File: src/rtl/polar_encoder.sv
// polar_encoder
//   Serial-in iterative polar encoder. Information bits arrive one per
//   handshake and are placed at the non-frozen indices of u (frozen indices
//   are forced to 0). The working register is then transformed in place with
//   one butterfly stage per clock, giving x = u * F^{(x)n}. The result is
//   shown as raw bits and as a sign-magnitude LLR vector. The LLR vector
//   uses the same layout as the SC decoder's channel input.
//
// Ports
//   clk        rising-edge clock
//   rst        synchronous active-high reset
//   in_bit     information bit
//   in_valid   in_bit is valid
//   in_ready   encoder takes in_bit this cycle (FILL on a non-frozen index)
//   out_valid  codeword / llr_out valid (OUT state)
//   out_ready  consumer accepts the output
//   codeword   x, bit i = x_i (shows the working register outside OUT)
//   llr_out    N fields of Q bits, field i = {x_i, LLR_MAG}
//   busy       high while encoding or presenting a result
module polar_encoder #(
  parameter int                n           = 5,
  parameter int                Q           = 6,
  parameter logic [2**n-1:0]   frozen_mask = '0,
  parameter int                LLR_MAG     = 2**(Q-1)-1
) (
  input  logic             clk,
  input  logic             rst,
  input  logic             in_bit,
  input  logic             in_valid,
  output logic             in_ready,
  output logic             out_valid,
  input  logic             out_ready,
  output logic [2**n-1:0]  codeword,
  output logic [2**n*Q-1:0] llr_out,
  output logic             busy
);

  localparam int N  = 2**n;
  localparam int SW = (n > 1) ? $clog2(n) : 1;
  // Magnitude is truncated to the Q-1 magnitude bits of each field.
  localparam logic [Q-2:0] MAG = (Q-1)'(LLR_MAG);

  typedef enum logic [1:0] {FILL, ENC, OUT} state_t;

  state_t          state_q, state_d;
  logic [n-1:0]    idx_q, idx_d;
  logic [SW-1:0]   stg_q, stg_d;
  logic [N-1:0]    x_q, x_d;
  logic [N-1:0]    enc_x;

  // Butterfly network: for stage s, every index j with bit s clear takes
  // x[j] ^ x[j + 2**s]; indices with bit s set keep their value. Each bit
  // selects its candidate for the current stage.
  for (genvar gi = 0; gi < N; gi++) begin : g_bit
    logic [n-1:0] cand;
    for (genvar gs = 0; gs < n; gs++) begin : g_stage
      if (((gi >> gs) & 1) == 0) begin : g_upper
        assign cand[gs] = x_q[gi] ^ x_q[gi + (1 << gs)];
      end else begin : g_lower
        assign cand[gs] = x_q[gi];
      end
    end
    assign enc_x[gi] = cand[stg_q];
  end

  // State register
  always_ff @(posedge clk) begin
    if (rst) begin
      state_q <= FILL;
      idx_q   <= '0;
      stg_q   <= '0;
      x_q     <= '0;
    end else begin
      state_q <= state_d;
      idx_q   <= idx_d;
      stg_q   <= stg_d;
      x_q     <= x_d;
    end
  end

  // Next-state and datapath
  always_comb begin
    logic advance;
    state_d = state_q;
    idx_d   = idx_q;
    stg_d   = stg_q;
    x_d     = x_q;
    advance = 1'b0;
    case (state_q)
      FILL: begin
        if (frozen_mask[idx_q]) begin
          x_d[idx_q] = 1'b0;
          advance    = 1'b1;
        end else if (in_valid) begin
          x_d[idx_q] = in_bit;
          advance    = 1'b1;
        end
        if (advance) begin
          idx_d = idx_q + 1'b1;     // wraps to 0 after N-1
          if (idx_q == n'(N-1)) begin
            stg_d   = '0;
            state_d = ENC;
          end
        end
      end
      ENC: begin
        x_d   = enc_x;
        stg_d = stg_q + 1'b1;
        if (stg_q == SW'(n-1)) begin
          state_d = OUT;
        end
      end
      OUT: begin
        if (out_ready) begin
          idx_d   = '0;
          state_d = FILL;
        end
      end
      default: begin
        state_d = FILL;
        idx_d   = '0;
      end
    endcase
  end

  // Outputs
  always_comb begin
    in_ready  = (state_q == FILL) && !frozen_mask[idx_q];
    out_valid = (state_q == OUT);
    busy      = (state_q == ENC) || (state_q == OUT);
  end

  assign codeword = x_q;

  for (genvar gi = 0; gi < N; gi++) begin : g_llr
    assign llr_out[gi*Q +: Q] = {x_q[gi], MAG};
  end

endmodule

File: config.mk
export PLATFORM = sky130hd
export DESIGN_NAME = polar_encoder
export DESIGN_NICKNAME = d
export VERILOG_FILES = /design/src/rtl/polar_encoder.sv
export SDC_FILE = /design/constraint.sdc
export NUM_CORES = 1
export LEC_CHECK = 0
export ABC_AREA = 1
export ABC_CLOCK_PERIOD_IN_PS = 3700
export CAP_MARGIN = 20
export CORE_MARGIN = 5
export CORE_UTILIZATION = 48
export CTS_BUF_LIST = sky130_fd_sc_hd__clkbuf_8
export CTS_CLUSTER_DIAMETER = 50
export DETAILED_ROUTE_END_ITERATION = 10
export PLACE_DENSITY = 0.91
export SYNTH_ARGS = -nofsm -noshare
export SYNTH_HDL_FRONTEND = slang
export SYNTH_SLANG_ARGS = --single-unit
File: constraint.sdc
create_clock -name clk -period 3.7 [get_ports clk]
set_input_delay 0.74 -clock clk [delete_from_list [all_inputs] [get_ports clk]]
set_output_delay 0.74 -clock clk [all_outputs]
set_load 0.1 [all_outputs]
==> summary.md <==
| Metric | Value |
|---|---|
| Status | finished, final reports clean |
| Crit Reg-Reg Endpoint | stg_q[0] |
| # clock sinks | 42 |
| CTS Buffer Depth | 2 |
| CP top delay family | buffers and inverters |
| Average size of a mapped cell | 6.289 um2 |
| Met2 Resource Use GR | 34.26% |
| Crit Path Class | reg2out |
| Largest net degree at the start of global routing | 29 |
| All-Layer GR Usage | 21.95% |
| R2r worst-path depth | 7 |
| Critical path depth in cells | 1 |
| Post_cts resized | 0 |
| Slowest library cell on the worst path | clkdlybuf4s50_1 |
| CTS Root Cell | clkbuf_8 |
| Endpoints failing setup | 0 |
| Post-synthesis register bit count | 42 |
| CP cell instances | clkdlybuf4s50_1 |
| Setup Skew | 0.01111 ns |
| Core area | 10,750 um2 |
| H-tree depth | 2 |
| Global-route layer with the greatest usage | met2 |
| YS warnings | 0 |
| Setup crit end kind | primary output |
| Clock latency at the later pin of the worst-skew pair | 0.31 ns |
| Worst Tran Pin Value | 0.9758 ns |
| FMAX | 350.8 MHz |
| Max VDD drop | 0.1606 mV |
| Met1 Resource Use GR | 30.00% |
| Critical path required time | 2.96 ns |
| GPL Wtd Cong | 1.024 |
| Most frequent cells in the layout | conb_1, nand2_1, nor2_1, clkdlybuf4s50_1, a21oi_1 |
| Number of DRC markers in iteration 0 | 767 |
| Setup_tns | 0 ns |
| CP arrival | 2.11 ns |
| PwrDens | 319.6 nW/um2 |
| CTS buffer count | 5 |
| Post-synthesis sequential area ratio | 16.07% |
| Minimum clock period | 2.851 ns |
| Post-route antenna net violation count | 0 |
| Hold WS | 0.5784 ns |
| WL/cell | 15.65 um |
| TritonCTS clock tree | yes |
| Drt via density | 5.133 |
| # IOs | 232 |
| Num rows | 38 |
| Critical Path Sink | llr_out[41] |
| Multi-input combinational cell area | 3159 um2 |
| Vias | 5,097 |
| Full die area | 13,090 um2 |
| Final worst path period share | 77.04% |
| CP max stage delay | 1.22 ns |
| Drt drc | 0 |
| PnR Total Power | 0.001671 W |
| Initial antenna violation count | 0 |
| Die Span X | 114.4 um |
| Worst Setup SP | codeword[6] |
| CTS Hold Buffers Added | 0 |
| Reg clk slew, reported paths | 0.09 ns |
| Slew margin rel. | 34.74% |
| Dpl hpwl | 11,670 um |
| Post-layout util | 48.64% |
| Commonest non-fill, non-tap cell in the layout | conb_1 |
| CP Launch Type | flop |
| Unrepaired setup endpoints after global routing | no |
| Net count, final | 869 |
| Final Routed Wirelength | 15,540 um |
| Final Non-Filler Cells | 993 |
| Initial DRT Pass Iterations | 6 |
| Ant. Diodes | 0 |
| Fin. Hold Viols | 0 |
| Grt met3 use | 4.123% |
| Synth cell types | 44 |
| First-pass GRT wire length | 23,150 um |
| Total global routing overflow | 0 |
| Post-synthesis instance area | 5233 um2 |
| Worst reg2reg setup slack | 1.33 ns |
| Die H | 114.4 um |
| Hold Path Class | reg2reg |
| Max cap viols | 0 |
| Final Slew Violations | 0 |
| Initial Util | 48.70% |
| Setup bufs post-CTS | 0 |
| Dpl cells | 985 |
| Register area | 840.8 um2 |
| Cell count after synthesis | 832 |
| Area delta synth->final | -0.1196% |
| Pleak | 2.520 nW |
| Buf/Inv on CP | 1 |
| FILL cells | 1,113 |
| I/O Buffers | 71 |
| Layout cells sized above 1 | 6.917% |
| Reg-to-reg critical path startpoint | state_q[0] |
| Vias in the first global route | 4,422 |
| Crit path max fanout | 8 |
flip-flops by register name (all words and copies together) (netlist names):
register,flops
stg_q,3
state_q,2
codeword,32
idx_q,5
power breakdown:
| part | total [W] | internal (W) | switching [W] | leakage [nW] |
|---|---|---|---|---|
| sequential | 0.000472 | 0.000458 | 0.0000133 | 0.339 |
| clock | 0.000326 | 0.000148 | 0.000178 | 0.0524 |
| combinational | 0.000872 | 0.0000422 | 0.000830 | 2.13 |
metrics by stage:
stage / instance area, um2 / worst slack (ns)
floorplan: 5829 / 1.380
CTS: 5226 / 0.8607
detailed placement: 5135 / 1.157
global route: 5226 / 0.7864
finish: 5226 / 0.8495
global placement: 5135 / 1.179
final cells by class:
class	instances	share of cell area [%]
Clock buffer	6	1.580
Clock inverter	2	0.1676
Inverter	63	4.573
Multi-Input combinational cell	663	60.45
Sequential cell	42	16.09
Tap cell	140	3.352
Timing Repair Buffer	77	13.79
Yosys cell counts, drive strengths merged:
cell type	instances	area [um2]
o31ai	1	7.510
inv	62	235.2
conb	1	3.750
and3	1	6.260
xor2	10	87.58
o21bai	2	15.01
or2	3	18.77
o211a	1	10.01
and2	2	12.51
nand2	161	623.1
a21oi	55	279.0
a211oi	9	67.56
nor3	19	121.4
o21ai	70	354.1
o21a	2	15.01
buf	211	1545
nor2	86	355.3
clkbuf	12	45.04
a22oi	1	7.510
ha	12	150.1
o22ai	6	37.54
dfxtp	42	840.8
nand3b	2	15.01
xnor2	16	140.1
nor4	1	6.260
clkinv	1	3.750
nand3	34	170.2
o211ai	2	15.01
nand4	7	43.79
tightest hold or removal path: stages, from the launching register on:
cell,delay [ns]
dfxtp_1,0.36
o21ai_0,0.09
nor2_1,0.10
kinds of logic (layout without fill, tap and decap cells):
group / after synthesis / after routing / share of synthesized area [%]
AOI/OAI and AO/OA: 149 / 149 / 15.45
xor gates and xnor gates: 26 / 26 / 4.352
adders and majority gates: 12 / 12 / 2.869
buffers and inverters: 286 / 148 / 34.96
DFF: 42 / 42 / 16.07
other: 1 / 160 / 0.07167
and+or+nand+nor: 316 / 316 / 26.23
how the worst min path moves through the flow:
stage | end | slack, ns | cells past startpoint | startpoint
detailed placement | state_q[1] | 0.55 | 2 | state_q[1]
global placement | state_q[1] | 0.54 | 2 | state_q[1]
CTS | state_q[1] | 0.58 | 2 | state_q[1]
finish | state_q[1] | 0.58 | 2 | state_q[1]
floorplan | state_q[1] | 0.50 | 2 | state_q[1]
global route | idx_q[1] | 0.62 | 2 | idx_q[1]
routing by layer:
layer / vias up / wire [um] / part of all wire [%]
met2: 432 / 6843 / 44
li1: 2354 / - / -
met1: 2251 / 5864 / 38
met5: - / 0 / 0
met4: 0 / 562 / 3.6
met3: 60 / 2268 / 15
Power figures use the tool's default switching activity.
